File: src/rtl/fb_pkg.sv
// Shared definitions for the framebuffer arbiter.
// Holds the default address/pixel widths, the CPU starvation limit,
// the arbiter state encoding and a counter-width helper.
package fb_pkg;

  localparam int FB_ADR_W    = 10;
  localparam int FB_DATA_W   = 8;
  localparam int FB_MAX_WAIT = 4;

  typedef enum logic [1:0] {
    IDLE       = 2'd0,
    GNT_VGA    = 2'd1,
    GNT_CPU_WR = 2'd2,
    GNT_CPU_RD = 2'd3
  } fb_state_t;

  // Bits needed to count 0..max; never narrower than one bit.
  function automatic int cnt_w(input int max);
    return (max < 1) ? 1 : $clog2(max + 1);
  endfunction

endpackage

File: src/rtl/fb_wait_counter.sv
// Saturating wait counter used to bound how long the CPU can be starved.
// Ports:
//   clk, reset  - system clock, asynchronous active-high reset
//   inc         - count one lost arbitration (ignored once saturated)
//   clr         - return to zero (wins over inc)
//   sat         - counter has reached MAX
module fb_wait_counter
  import fb_pkg::*;
#(
  parameter int MAX = FB_MAX_WAIT
) (
  input  logic clk,
  input  logic reset,
  input  logic inc,
  input  logic clr,
  output logic sat
);

  localparam int CW = cnt_w(MAX);

  logic [CW-1:0] count;

  assign sat = (count == CW'(MAX));

  always_ff @(posedge clk or posedge reset) begin
    if (reset) begin
      count <= '0;
    end else if (clr) begin
      count <= '0;
    end else if (inc && !sat) begin
      count <= count + 1'b1;
    end
  end

endmodule

File: src/rtl/fb_arbiter.sv
// Framebuffer arbiter: shares one synchronous single-port RAM between a
// VGA pixel fetcher (pulsed requests, one-deep pending slot) and a CPU
// (level request/ack handshake). VGA has priority; the CPU is forced in
// once it has lost MAX_WAIT consecutive competing edges.
// Ports:
//   clk, reset                        - system clock, async active-high reset
//   vga_req, vga_adr                  - VGA pixel request pulse and address
//   vga_pixel, vga_valid, vga_ovf     - returned pixel, valid pulse, sticky lost-request flag
//   cpu_req, cpu_we, cpu_adr, cpu_wdata - CPU request held until cpu_ack
//   cpu_ack, cpu_rdata                - CPU completion pulse and read data
//   mem_adr, mem_we, mem_wdata        - registered RAM command
//   mem_rdata                         - RAM read data (one cycle after address)
//
// state      | meaning
// -----------+------------------------------------------------
// IDLE       | nothing granted this cycle
// GNT_VGA    | RAM command in flight is a VGA pixel read
// GNT_CPU_WR | RAM command in flight is a CPU write
// GNT_CPU_RD | RAM command in flight is a CPU read
module fb_arbiter
  import fb_pkg::*;
#(
  parameter int ADR_W    = FB_ADR_W,
  parameter int DATA_W   = FB_DATA_W,
  parameter int MAX_WAIT = FB_MAX_WAIT
) (
  input  logic              clk,
  input  logic              reset,
  input  logic              vga_req,
  input  logic [ADR_W-1:0]  vga_adr,
  output logic [DATA_W-1:0] vga_pixel,
  output logic              vga_valid,
  output logic              vga_ovf,
  input  logic              cpu_req,
  input  logic              cpu_we,
  input  logic [ADR_W-1:0]  cpu_adr,
  input  logic [DATA_W-1:0] cpu_wdata,
  output logic              cpu_ack,
  output logic [DATA_W-1:0] cpu_rdata,
  output logic [ADR_W-1:0]  mem_adr,
  output logic              mem_we,
  output logic [DATA_W-1:0] mem_wdata,
  input  logic [DATA_W-1:0] mem_rdata
);

  fb_state_t state, state_nxt;

  logic             vga_comp, cpu_comp;
  logic             vga_win, cpu_win;
  logic             wait_inc, wait_clr, wait_sat;
  logic             pend_valid;
  logic [ADR_W-1:0] pend_adr;
  logic [ADR_W-1:0] vga_sel_adr;
  logic             cpu_busy;
  logic             vga_rd_d1, cpu_rd_d1;

  // The pending slot is older than any new pulse, so it is served first.
  assign vga_comp    = vga_req | pend_valid;
  assign vga_sel_adr = pend_valid ? pend_adr : vga_adr;

  // cpu_busy stays set through the ack cycle so a still-held cpu_req
  // is not mistaken for a fresh request.
  assign cpu_comp = cpu_req & ~cpu_busy;

  assign wait_inc = cpu_comp & vga_win;
  assign wait_clr = cpu_win;

  fb_wait_counter #(
    .MAX (MAX_WAIT)
  ) u_wait (
    .clk   (clk),
    .reset (reset),
    .inc   (wait_inc),
    .clr   (wait_clr),
    .sat   (wait_sat)
  );

  always_ff @(posedge clk or posedge reset) begin
    if (reset) begin
      state <= IDLE;
    end else begin
      state <= state_nxt;
    end
  end

  always_comb begin
    state_nxt = IDLE;
    cpu_win   = 1'b0;
    vga_win   = 1'b0;
    if (cpu_comp && (!vga_comp || wait_sat)) begin
      cpu_win   = 1'b1;
      state_nxt = cpu_we ? GNT_CPU_WR : GNT_CPU_RD;
    end else if (vga_comp) begin
      vga_win   = 1'b1;
      state_nxt = GNT_VGA;
    end
  end

  // Grant at edge E: command registered at E, RAM samples it at E+1,
  // read data captured at E+2. A CPU write completes once the RAM has
  // taken it at E+1. Same-address VGA-before-CPU-write ordering falls
  // out of the single port: the write is only issued on a later edge.
  always_ff @(posedge clk or posedge reset) begin
    if (reset) begin
      pend_valid <= 1'b0;
      pend_adr   <= '0;
      vga_ovf    <= 1'b0;
      cpu_busy   <= 1'b0;
      mem_adr    <= '0;
      mem_we     <= 1'b0;
      mem_wdata  <= '0;
      vga_rd_d1  <= 1'b0;
      cpu_rd_d1  <= 1'b0;
      vga_pixel  <= '0;
      vga_valid  <= 1'b0;
      cpu_rdata  <= '0;
      cpu_ack    <= 1'b0;
    end else begin
      mem_we <= 1'b0;
      if (cpu_win) begin
        mem_adr   <= cpu_adr;
        mem_we    <= cpu_we;
        mem_wdata <= cpu_wdata;
      end else if (vga_win) begin
        mem_adr <= vga_sel_adr;
      end

      if (vga_win) begin
        // Slot drained (or bypassed); a new pulse behind a pending entry refills it.
        pend_valid <= pend_valid & vga_req;
        if (pend_valid && vga_req) begin
          pend_adr <= vga_adr;
        end
      end else if (vga_req) begin
        if (pend_valid) begin
          vga_ovf <= 1'b1;
        end else begin
          pend_valid <= 1'b1;
          pend_adr   <= vga_adr;
        end
      end

      if (cpu_win) begin
        cpu_busy <= 1'b1;
      end else if (cpu_ack) begin
        cpu_busy <= 1'b0;
      end

      vga_rd_d1 <= (state == GNT_VGA);
      cpu_rd_d1 <= (state == GNT_CPU_RD);
      vga_valid <= vga_rd_d1;
      cpu_ack   <= (state == GNT_CPU_WR) | cpu_rd_d1;
      if (vga_rd_d1) begin
        vga_pixel <= mem_rdata;
      end
      if (cpu_rd_d1) begin
        cpu_rdata <= mem_rdata;
      end
    end
  end

endmodule

File: config.mk
export PLATFORM = sky130hd
export DESIGN_NAME = fb_arbiter
export DESIGN_NICKNAME = d
export VERILOG_FILES = /design/src/rtl/fb_pkg.sv /design/src/rtl/fb_wait_counter.sv /design/src/rtl/fb_arbiter.sv
export SDC_FILE = /design/constraint.sdc
export NUM_CORES = 1
export LEC_CHECK = 0
export CORE_MARGIN = 5
export CORE_UTILIZATION = 25
export DETAILED_ROUTE_END_ITERATION = 7
export DONT_BUFFER_PORTS = 1
export PLACE_DENSITY = 0.46
export SLEW_MARGIN = 20
export SYNTH_ARGS = -nofsm -noshare
export SYNTH_HDL_FRONTEND = slang
export SYNTH_HIERARCHICAL = 1
export SYNTH_SLANG_ARGS = --single-unit
export TNS_END_PERCENT = 50
File: constraint.sdc
create_clock -name clk -period 3.5 [get_ports clk]
set_clock_uncertainty 0.1 [all_clocks]
set_input_delay 0.35 -clock clk [delete_from_list [all_inputs] [get_ports clk]]
set_output_delay 0.35 -clock clk [all_outputs]
set_load 0.005 [all_outputs]
* Word level (Yosys, flattened, before mapping) *
Index checks and enable logic that the tools add are counted.
W data, S select, Z words.

cells by class
  $add $sub $neg = 1
  eq/ne operators = 5
  muxes and demuxes = 19
  bitwise operators = 7
  reduce and logical (&&, ||, !) cells = 12

operators with widths
  kind                   count
  $mux W10               6
  $mux W1                10
  $reduce_bool A2 Y1     4
  $mux W3                2
  $eq A2 B2 Y1 const B   2
  $add A3 B1 Y3 const B  1
  $and A1 B1 Y1          3
  $eq A3 B3 Y1 const B   1
  $logic_and A1 B1 Y1    3
  $reduce_and A3 Y1      1
  $eq A2 B1 Y1 const B   1
  $logic_not A1 Y1       2
  $mux W2                1
  $ne A2 B1 Y1 const B   1
  $not A1 Y1             2
  $or A1 B1 Y1           2
  $reduce_and A2 Y1      1
  $logic_or A1 B1 Y1     1

storage, ports and cells
  register bits after elaboration = 57
  bits of input ports = 41
  output and inout bits = 38
  logic and storage cells = 59

* Logic depth before layout (Yosys ltp) *
  word-level depth = 9
  mapped depth = 8
  mapped depth without buffers = 6

* Modules after synthesis *
Netlist, hierarchy kept.

modules (own cells, without submodules)
  module           times used  cells each  area each (µm²)  seq. area each (µm²)
  fb_arbiter       1           148         2188.3           1351.3
  fb_wait_counter  1           19          196.4            75.1

* Worst setup path before layout *
No wires, ideal clock.

  kind = register to register
  start = register u_wait.count[0]
  end = register pend_adr[0]
  library setup time = 0.125 ns
  arrival time = 1.740 ns
  data required time = 3.275 ns
  setup slack = 1.535 ns
  cell stages (with the launch flop) = 7
  path buffers = 0
  clock period less this slack = 1.965 ns
  cell sequence = dfrtp_1 > inv_1 > ha_1 > and2_1 > and3b_1 > mux2i_4 > mux2_2

between the ends
  word-level cells in the longest chain between the ends = 6
  elaborated cells on any way between the ends = 8
  classes of those cells = eq/ne (2); mux (2); reduce/logical (4)

RTL lines
  item                                                                        RTL line               text
  start, declared                                                             fb_wait_counter.sv:21  logic [CW-1:0] count;
  start signal, assigned                                                      fb_wait_counter.sv:31  count <= count + 1'b1;
  $eq A3 B3 Y1 *                                                              fb_wait_counter.sv:23  assign sat = (count == CW'(MAX));
  net wait_sat                                                                fb_arbiter.sv:50       logic wait_inc, wait_clr, wait_sat;
  $logic_or A1 B1 Y1 *                                                        fb_arbiter.sv:90       if (cpu_comp && (!vga_comp || wait_sat)) begin
  $logic_and A1 B1 Y1 *                                                       fb_arbiter.sv:90
  $mux W1 *                                                                   fb_arbiter.sv:90
  $ne A2 B1 Y1 (no source line) / $reduce_bool A2 Y1 (equally long branches)  --
  $reduce_and A2 Y1 (no source line)                                          --
  end signal, assigned                                                        fb_arbiter.sv:132      pend_adr <= vga_adr;
  end signal, assigned                                                        fb_arbiter.sv:139      pend_adr <= vga_adr;
  end, declared                                                               fb_arbiter.sv:52       logic [ADR_W-1:0] pend_adr;

Mark *: on every way through the listed nets, which the timed path passes. The rest lies on a longest branch.
A chain may end at the register's enable or synchronous reset.

* Worst setup path in the final report *
Ends and elaborated chain as after synthesis.

==> qor.yml <==
power.leakage_nw: 1.15
wl_mm: 5.08
dieHeight_um: 108
yosys_warnings: 6
cp.arrival_ns: 2.59
synth-simple-area-share: 0.0635
viasPerCell: 4.42
post-route-worst-setup-slack_ns: 1.03
synth_adder_area_share: 0.0152
rsz0062_at_grt: "no"
hold_depth: 1
grt_pass1_vias: 1502
power.total_mw: 2.26
ys_top_cells_by_count: "57 x dfrtp_1, 34 x mux2_2, 12 x nor3_1, 11 x mux2i_1, 10 x a221o_1"
status: "completed"
hold_viol_final: 0
overflow: 0
fin_crit_sh: 0.706
place_inst: 289
port_buffers: 0
slew_headroom: 0.436
p_comb_frac: 0.207
drv_slew: 0
synthMuxAreaShare: 0.222
grt_max_degree: 47
nets: 217
dpl_cell_area_mm2: 0.00251
startpoint_type: "flop"
drc: 0
p_sw_frac: 0.300
ys_ff_latch: 57
tritoncts: "built"
setup_violations: 0
final_cells: 308
die_w_um: 108
required_ns: 3.62
finalInstanceArea_mm2: 0.00274
synth_area_leader_cell: "dfrtp_1"
h-tree-depth: 3
sequentialPowerShare: 0.518
cts.repair.resized: 0
syn_inst: 167
synthesis.area_mm2: 0.00238
rows: 35
syn2layout_area_growth_pct: 15.1
avgSynthCellArea_um2: 14.3
grt_pass1_wl_mm: 7.94
max_freq_ghz: 0.404
clk_latency_ns: 0.33
tightest_slew_ns: 0.847
yosysMostFrequentCell: "dfrtp_1"
synth_compound_area_frac: 0.0640
clkTransAtPathRegs_ns: 0.07
antennaDiodeCount: 0
numCtsBuffers: 9
path_class: "flop to flop"
num_vias: 1361
ios: 79
hold_path.class: "primary input to flop"
pre_cts_ws_ns: 0.992
die-area_mm2: 0.0116
timing.hold.ws_ns: 0.0564
initial_core_util: 0.257
ys_seq_area_frac: 0.598
first_iter_violations: 51
synth_edf_count: 0
clockBufferDepth: 2
vdd_drop_max_mv: 0.256
netSwitchingPower_mw: 0.676
cts_root_buf: "clkbuf_8"
core_mm2: 0.00928
avgRoutedWirePerCell_um: 16.5
ys.flop_type: "dfrtp_1"
synth_top_area_share: 0.598
ff2ff_path_depth: 6
postCtsSetupBuffers: 0
final.setup.tns_ns: 0
p_int_mw: 1.58
clock_power_share: 0.275
cts-hold-fix-buffers: 2
first_pass_iters: 6
max-cap-violations: 0
endpoint_kind: "flop"
min_period_ns: 2.47
grt_usage: 0.0909
synth_top_family_by_area: "multiplexers"
crit_path_max_fanout: 11
synthXorXnorAreaFrac: 0
antenna_found_initial: 0
synth_cell_type_count: 27
gp_congestion: 0.685
ant_nets: 0
layout-drive-gt1-share: 0.335
hpwl_mm: 3.60
async_reset_ff_frac: 1.00
p_per_area_mw_per_mm2: 822
postSynthNetCount: 210
cts.sinks: 57
synthTopCellsByArea: "dfrtp_1 60%, mux2_2 16%, mux2i_1 4.6%, a221o_1 4.2%, nor3_1 2.5%"
utilization: 0.296
power groups by stage:
stage / clock (mW) / sequential (mW) / combinational [mW]
floorplan: 0 / 1.09 / 0.449
global placement: 0 / 1.19 / 0.459
detailed placement: 0 / 1.19 / 0.477
CTS: 0.652 / 1.18 / 0.479
global route: 0.672 / 1.22 / 0.530
finish: 0.620 / 1.17 / 0.467
layout by cell type (no fill, tap or decap), drive strengths merged:
cell type / netlist / routed
maj3: 1 / 1
clkbuf: 5 / 10
a21oi: 2 / 2
nand2: 1 / 1
mux2: 35 / 35
nor2: 3 / 3
a221o: 10 / 10
inv: 6 / 6
a21o: 2 / 2
nor3b: 1 / 1
mux2i: 12 / 12
bufinv: 0 / 1
buf: 5 / 3
and3b: 1 / 1
o21a: 1 / 1
a21boi: 1 / 1
a31o: 1 / 1
and2: 3 / 3
dlygate4sd3: 0 / 3
ha: 2 / 2
dfrtp: 57 / 57
nor2b: 2 / 2
clkinv: 0 / 2
clkinvlp: 0 / 3
nand2b: 3 / 3
and4b: 1 / 1
nor3: 12 / 12
layout make-up:
cell class	instances	area, µm²
Multi-Input combinational cell	94	876
Sequential cell	57	1430
Inverter	6	23.8
Clock buffer	10	138
Timing Repair Buffer	6	52.6
Fill cell	966	6540
Clock inverter	6	66.3
Tap cell	129	161
critical path: stages (launching register included):
cell	delay (ns)
dfrtp_1	0.41
inv_1	0.07
ha_1	0.19
and2_1	0.17
and3b_1	0.49
mux2i_4	0.54
mux2_2	0.39
final timing paths:
check,start,to,slack (ns)
hold reg to reg,state[1]$_DFF_PP0_,vga_rd_d1$_DFF_PP0_,0.34
max in group asynchronous,reset,mem_wdata[6]$_DFFE_PP0P_,2.17
min in group asynchronous,reset,u_wait/count[1]$_DFFE_PP0P_,0.25
setup / recovery,u_wait/count[0]$_DFFE_PP0P_,pend_adr[0]$_DFFE_PP0P_,1.03
hold / removal,cpu_we,mem_we$_DFF_PP0_,0.06
setup reg to reg,u_wait/count[0]$_DFFE_PP0P_,pend_adr[0]$_DFFE_PP0P_,1.03
state kept, by name, summed over array words and instances (netlist names):
signal,count
mem_adr,10
cpu_rd_d1,1
vga_ovf,1
u_wait/count,3
cpu_ack,1
mem_we,1
vga_pixel,8
cpu_busy,1
vga_rd_d1,1
cpu_rdata,8
pend_adr,10
mem_wdata,8
state,2
vga_valid,1
pend_valid,1
per-layer routing:
metal  global-route usage  vias up  share of wire
met5                    0        -              0
met4               0.0325        0          0.011
met3               0.0618        7           0.15
met2                0.140       68           0.46
met1               0.0991      673           0.38
li1                     -      613              -
cells by family after synthesis:
group | count (synthesis)
AOI/OAI and AO/OA | 17
DFF | 57
and+or+nand+nor | 27
muxes | 47
adders and majority gates | 3
buffers and inverters | 16
Note: power is estimated with default switching activity, not from simulation.
